**config.mk**
```make
export PLATFORM = sky130hd
export DESIGN_NAME = if_stage
export DESIGN_NICKNAME = d
export VERILOG_FILES = /design/src/rtl/if_stage.sv
export SDC_FILE = /design/constraint.sdc
export NUM_CORES = 1
export LEC_CHECK = 0
export BUFFER_PORTS_ARGS = -buffer_cell sky130_fd_sc_hd__buf_4
export CORE_ASPECT_RATIO = 1.5
export CORE_MARGIN = 4
export CORE_UTILIZATION = 50
export DETAILED_ROUTE_END_ITERATION = 7
export PLACE_DENSITY = 0.76
export REMOVE_ABC_BUFFERS = 1
export SYNTH_ARGS = -nofsm -noshare
export SYNTH_HDL_FRONTEND = slang
export SYNTH_SLANG_ARGS = --single-unit
```
**constraint.sdc**
```tcl
create_clock -name clk -period 2.6 [get_ports clk]
set_input_delay 0.26 -clock clk [delete_from_list [all_inputs] [get_ports clk]]
set_output_delay 0.26 -clock clk [all_outputs]
set_load 0.005 [all_outputs]
```
**src/rtl/if_stage.sv**
```systemverilog
// ---------------------------------------------------------------------------
// if_stage -- instruction fetch stage
//
// Walks a program counter, fetches one 32-bit word per PC through a simple
// request/done memory-controller port and presents it in a one-entry output
// slot that feeds the IF_ID pipeline register.
//
// Optional feature: define ICACHE_EN to add a direct-mapped, one-word-per-line
// instruction cache in front of the memory controller. Without the macro
// every instruction goes through the memory controller; ports are identical.
//
// Ports
//   clk            clock, all state updates on the rising edge
//   rst            asynchronous, active-low reset
//   rdy            global run enable, 0 freezes every register
//   stall_i        downstream IF_ID register cannot accept the slot
//   jump_enable_i  redirect request from EX (highest priority)
//   jump_addr_i    redirect target, low two bits ignored
//   mc_req_o       fetch request, held high until mc_done_i is sampled
//   mc_addr_o      fetch word address, stable while mc_req_o is high
//   mc_done_i      one-cycle pulse, fetch complete
//   mc_inst_i      fetched word, valid with mc_done_i
//   pc_o           slot: address of the instruction
//   inst_o         slot: instruction word
//   inst_valid_o   slot: contents valid
//   state_o        debug view of the fetch FSM (0 IDLE, 1 FETCH, 2 DROP)
//
// Slot handshake: inst_valid_o is the valid, !stall_i is the ready. The slot
// is consumed on every edge with inst_valid_o=1 and stall_i=0; while
// stall_i=1 its contents never change. A new word may be loaded on the same
// edge that consumes the old one.
// ---------------------------------------------------------------------------
module if_stage #(
  parameter logic [31:0] RESET_PC     = 32'h0000_0000,
  parameter int          ICACHE_IDX_W = 7
) (
  input  logic        clk,
  input  logic        rst,
  input  logic        rdy,
  input  logic        stall_i,
  input  logic        jump_enable_i,
  input  logic [31:0] jump_addr_i,
  output logic        mc_req_o,
  output logic [31:0] mc_addr_o,
  input  logic        mc_done_i,
  input  logic [31:0] mc_inst_i,
  output logic [31:0] pc_o,
  output logic [31:0] inst_o,
  output logic        inst_valid_o,
  output logic [1:0]  state_o
);

  typedef enum logic [1:0] {
    IDLE  = 2'd0,
    FETCH = 2'd1,
    DROP  = 2'd2
  } state_e;

  state_e      state_q, state_d;
  logic [31:0] pc_q, pc_d;
  logic        mc_req_q, mc_req_d;
  logic [31:0] mc_addr_q, mc_addr_d;
  logic [31:0] slot_pc_q, slot_pc_d;
  logic [31:0] slot_inst_q, slot_inst_d;
  logic        slot_valid_q, slot_valid_d;

  logic        slot_free;
  logic        cache_hit;
  logic [31:0] cache_data;

  // The slot can take a new word if it is empty or is leaving this edge.
  assign slot_free = !slot_valid_q || !stall_i;

`ifdef ICACHE_EN
  localparam int LINES = 1 << ICACHE_IDX_W;
  localparam int TAG_W = 32 - ICACHE_IDX_W - 2;

  logic [LINES-1:0]        line_valid_q;
  logic [TAG_W-1:0]        tag_q  [LINES];
  logic [31:0]             data_q [LINES];
  logic [ICACHE_IDX_W-1:0] rd_idx;
  logic [ICACHE_IDX_W-1:0] wr_idx;
  logic                    fill;

  assign rd_idx     = pc_q[ICACHE_IDX_W+1:2];
  assign wr_idx     = mc_addr_q[ICACHE_IDX_W+1:2];
  assign cache_hit  = line_valid_q[rd_idx] && (tag_q[rd_idx] == pc_q[31:ICACHE_IDX_W+2]);
  assign cache_data = data_q[rd_idx];

  // Every completed request fills the cache, dropped words included. The
  // fill is qualified by an outstanding request so a late done for a fetch
  // abandoned by reset cannot write a line under the reset address.
  assign fill = rdy && mc_done_i && mc_req_q;

  always_ff @(posedge clk or negedge rst) begin
    if (!rst) begin
      line_valid_q <= '0;
    end else if (fill) begin
      line_valid_q[wr_idx] <= 1'b1;
    end
  end

  // Tag/data need no reset: a line is never read while its valid bit is 0.
  always_ff @(posedge clk) begin
    if (fill) begin
      tag_q[wr_idx]  <= mc_addr_q[31:ICACHE_IDX_W+2];
      data_q[wr_idx] <= mc_inst_i;
    end
  end
`else
  assign cache_hit  = 1'b0;
  assign cache_data = 32'h0000_0000;
`endif

  // Next-state logic for the fetch FSM, PC, request port and output slot.
  always_comb begin
    state_d      = state_q;
    pc_d         = pc_q;
    mc_req_d     = mc_req_q;
    mc_addr_d    = mc_addr_q;
    slot_pc_d    = slot_pc_q;
    slot_inst_d  = slot_inst_q;
    // Consumption empties the slot unless something below refills it.
    slot_valid_d = slot_valid_q && stall_i;

    if (jump_enable_i) begin
      // A redirect kills the slot and retargets the PC. An outstanding
      // request cannot be withdrawn, so its word is waited for in DROP.
      pc_d         = {jump_addr_i[31:2], 2'b00};
      slot_valid_d = 1'b0;
      case (state_q)
        FETCH: begin
          if (mc_done_i) begin
            state_d  = IDLE;
            mc_req_d = 1'b0;
          end else begin
            state_d  = DROP;
          end
        end
        DROP: begin
          if (mc_done_i) begin
            state_d  = IDLE;
            mc_req_d = 1'b0;
          end
        end
        default: state_d = IDLE;
      endcase
    end else begin
      case (state_q)
        IDLE: begin
          if (slot_free) begin
            if (cache_hit) begin
              slot_pc_d    = pc_q;
              slot_inst_d  = cache_data;
              slot_valid_d = 1'b1;
              pc_d         = pc_q + 32'd4;
            end else begin
              state_d   = FETCH;
              mc_req_d  = 1'b1;
              mc_addr_d = pc_q;
            end
          end
        end
        FETCH: begin
          // The slot was free when this fetch started and nothing else fills
          // it meanwhile, so it is empty here and can take the word at once.
          if (mc_done_i) begin
            state_d      = IDLE;
            mc_req_d     = 1'b0;
            slot_pc_d    = pc_q;
            slot_inst_d  = mc_inst_i;
            slot_valid_d = 1'b1;
            pc_d         = pc_q + 32'd4;
          end
        end
        DROP: begin
          if (mc_done_i) begin
            state_d  = IDLE;
            mc_req_d = 1'b0;
          end
        end
        default: state_d = IDLE;
      endcase
    end
  end

  always_ff @(posedge clk or negedge rst) begin
    if (!rst) begin
      state_q      <= IDLE;
      pc_q         <= RESET_PC;
      mc_req_q     <= 1'b0;
      mc_addr_q    <= 32'h0000_0000;
      slot_pc_q    <= 32'h0000_0000;
      slot_inst_q  <= 32'h0000_0000;
      slot_valid_q <= 1'b0;
    end else if (rdy) begin
      state_q      <= state_d;
      pc_q         <= pc_d;
      mc_req_q     <= mc_req_d;
      mc_addr_q    <= mc_addr_d;
      slot_pc_q    <= slot_pc_d;
      slot_inst_q  <= slot_inst_d;
      slot_valid_q <= slot_valid_d;
    end
  end

  assign mc_req_o     = mc_req_q;
  assign mc_addr_o    = mc_addr_q;
  assign pc_o         = slot_pc_q;
  assign inst_o       = slot_inst_q;
  assign inst_valid_o = slot_valid_q;
  assign state_o      = state_q;

endmodule
```
==> out/results.ini <==
[outcome]
status=finished, final reports clean

[cells_and_area]
ff_latch_area_sq_um=3150
fin_util_pct=67.8
final_area_sq_um=7810
syn_to_final_growth_pct=32.6
fillers=940
layout_common_cells=219 x nand2_1, 170 x buf_4, 126 x dfrtp_1
nets=847
final_common_cell=nand2_1
fin_cells=935
antenna_cells=0
multi_input_area_sq_um=2490
drive_above_1_share_pct=31.5

[sta]
rsz0062_at_grt=false
whs_ns=0.0436
fin_crit_sh_pct=86.9
period_minus_slack_ns=2.26
max-slew-margin-rel_pct=56.4
final.setup_skew_ns=0.00842
max_freq_mhz=443
worstMarginPinSlew_ns=0.653
slew_viol_final=0
finalSetupViolations=0
hold_viol_final=0

[power]
p_comb_share_pct=26.7
p_leak_uw=0.00398
power.internal_uw=5450
power_frac_seq_pct=41.0
ir_worst_vdd_mv=0.597
power_switching_uw=2170
clock_power_share_pct=32.3
powerDensity_nw_per_um2=976
power.share.switching_pct=28.5

[worst_setup_path]
worstPathRequired_ns=2.94
crit_arrival_ns=2.59
setup.worst_path.end_class=register
startpoint_type=register
r2r_slack_ns=0.34
r2r-end=pc_q[29]$_DFFE_PN0P_
r2r_cells=7
rr_startpoint=state_o[1]$_DFFE_PN0P_
cp_max_fo=10
critPathKind=reg -> reg

[yosys]
synth_edf_count=0
syn_area_per_cell_sq_um=9.52
yosys_warnings=0
synth_area_sq_um=5890
ys.flop_type=dfrtp_1
ys_ff_latch=126
yosysSeqAreaShare_pct=53.5
synth-async-reset-ratio_pct=100
syn_inst=619
yosysUniqueCellTypes=47

[run]
cap_viol_max_count=0

[global_routing]
grt_max_degree=73
grt_remaining_overflow=0
antenna_found_initial=0
grt_first_pass_wirelength_mm=25.0
grt_pass1_vias=5137
grt_usage_pct=22.5

[clock_network]
cts_sinks=126
clock_latency_ns=0.40
post-cts-setup-buffers=0
cts_buffer_depth=2
clockRootBuffer=clkbuf_16
cts_max_level=4
cts.clk_slew.worst_paths_ns=0.06
cts_buffers=17
cts_tree=built

[min_path]
hp-start=mc_inst_i[7]
hp-class=in -> reg
whs_endpoint=inst_o[7]$_DFFE_PN0P_
hold_depth=3

[drt]
wl_per_cell_um=16.1
drt_iter0_drc=272
firstDrtPassIters=4
vias=5021
antenna_left=0
via_per_inst=5.37
finalWirelength_mm=15.1
route.detailed.drc=0

[floorplan]
die_width_um=96.7
start_util_pct=51.1
ios=170
die_area_sq_um=13600
die-height_um=141
fp.coreArea_sq_um=11500
num_rows=48

[place]
place_inst=902
gp_congestion=0.808
portBuffers=163
dp_hpwl_mm=10.6
placed_cell_area_sq_um=7180

per-layer routing:
| layer | wire length, um | track usage [%] | share of wire (%) | up-vias |
|---|---|---|---|---|
| met4 | 259 | 8.73 | 1.7 | 0 |
| met2 | 8140 | 39.6 | 54 | 174 |
| met3 | 786 | 5.54 | 5.2 | 20 |
| li1 | - | - | - | 2399 |
| met5 | 0 | 0 | 0 | - |
| met1 | 5880 | 26.5 | 39 | 2428 |
worst max path at each step:
stage / from / endpoint / slack, ns / cells past startpoint
finish: state_o[1]$_DFFE_PN0P_ / pc_q[29]$_DFFE_PN0P_ / 0.34 / 7
global route: state_o[1]$_DFFE_PN0P_ / pc_q[29]$_DFFE_PN0P_ / 0.24 / 7
floorplan: state_o[1]$_DFFE_PN0P_ / pc_q[27]$_DFFE_PN0P_ / -0.84 / 7
detailed placement: state_o[1]$_DFFE_PN0P_ / pc_q[25]$_DFFE_PN0P_ / 0.36 / 7
CTS: state_o[1]$_DFFE_PN0P_ / pc_q[29]$_DFFE_PN0P_ / 0.35 / 7
global placement: state_o[1]$_DFFE_PN0P_ / pc_q[29]$_DFFE_PN0P_ / 0.43 / 7
cells in the mapped netlist (2+ instances only):
| master | n | area share [%] |
|---|---|---|
| nand2_1 | 219 | 14 |
| dfrtp_1 | 126 | 53 |
| mux2_2 | 32 | 6.1 |
| a21oi_1 | 26 | 2.2 |
| clkbuf_1 | 24 | 1.5 |
| o22ai_1 | 22 | 2.3 |
| nand3_1 | 17 | 1.4 |
| mux2i_1 | 16 | 2.7 |
| nor2_1 | 15 | 0.96 |
| o21ai_0 | 15 | 1.3 |
| nand4_1 | 13 | 1.4 |
| and3_1 | 11 | 1.2 |
| buf_4 | 7 | 0.89 |
| and4_1 | 6 | 0.89 |
| and2_1 | 5 | 0.53 |
| buf_2 | 5 | 0.42 |
| ha_1 | 5 | 1.1 |
| inv_1 | 5 | 0.32 |
| nor2b_1 | 5 | 0.53 |
| nor3_1 | 5 | 0.42 |
| clkbuf_8 | 4 | 0.93 |
| nand2b_1 | 4 | 0.42 |
| or3_1 | 3 | 0.32 |
| a21o_1 | 2 | 0.25 |
| a311oi_1 | 2 | 0.30 |
| buf_6 | 2 | 0.38 |
| nand4_4 | 2 | 0.72 |
| nor4_1 | 2 | 0.21 |
logic make-up (layout without fill, tap and decap cells):
logic type | count (synthesis) | in the layout | synth area share [%]
compound gates | 74 | 74 | 7.34
fa+ha+maj | 5 | 5 | 1.06
buf+inv | 49 | 212 | 4.61
flops | 126 | 126 | 53.5
mux | 48 | 48 | 8.83
other cells | 1 | 4 | 0.0636
simple gates | 316 | 316 | 24.6
through the flow:
step | setup WS [ns] | total power (uW) | setup TNS, ns
floorplan | -0.837 | 3850 | -22.16
global placement | 0.429 | 5120 | 0
detailed placement | 0.364 | 5220 | 0
CTS | 0.354 | 7720 | 0
global route | 0.243 | 8100 | 0
finish | 0.341 | 7620 | 0
area by class of cell:
| cell class | count | area share, % |
|---|---|---|
| Multi-Input combinational cell | 447 | 31.9 |
| Clock buffer | 18 | 5.49 |
| Sequential cell | 126 | 40.4 |
| Inverter | 6 | 0.288 |
| Clock inverter | 14 | 2.43 |
| Tap cell | 150 | 2.40 |
| Timing Repair Buffer | 174 | 17.1 |
flip-flops by register name (all words and copies together) (netlist names):
name,flops
state_o,2
pc_q,30
inst_valid_o,1
mc_req_o,1
pc_o,30
inst_o,32
mc_addr_o,30
timing repair:
item / CTS / global route
endpoints found under the hold margin: 71 / 0
hold buffers: 1 / 0
gates resized for setup: 0 / 0
power by group through the flow:
| stage | Combinational, uW | Sequential [uW] | Clock (uW) |
|---|---|---|---|
| 6_report | 2040 | 3130 | 2460 |
| 2_1_floorplan | 724 | 3120 | 0 |
| 4_1_cts | 2080 | 3130 | 2520 |
| 3_3_place_gp | 2010 | 3120 | 0 |
| 3_5_place_dp | 2070 | 3160 | 0 |
| 5_1_grt | 2280 | 3220 | 2610 |
critical path: stages, from the launching register on:
cell and delay, ns:
dfrtp_1 0.45, inv_1 0.12, ha_1 0.21, and2_1 0.36
and3_1 0.48, nand4_1 0.17, mux2_2 0.30, nor2_1 0.09
Note: power is estimated with default switching activity, not from simulation.
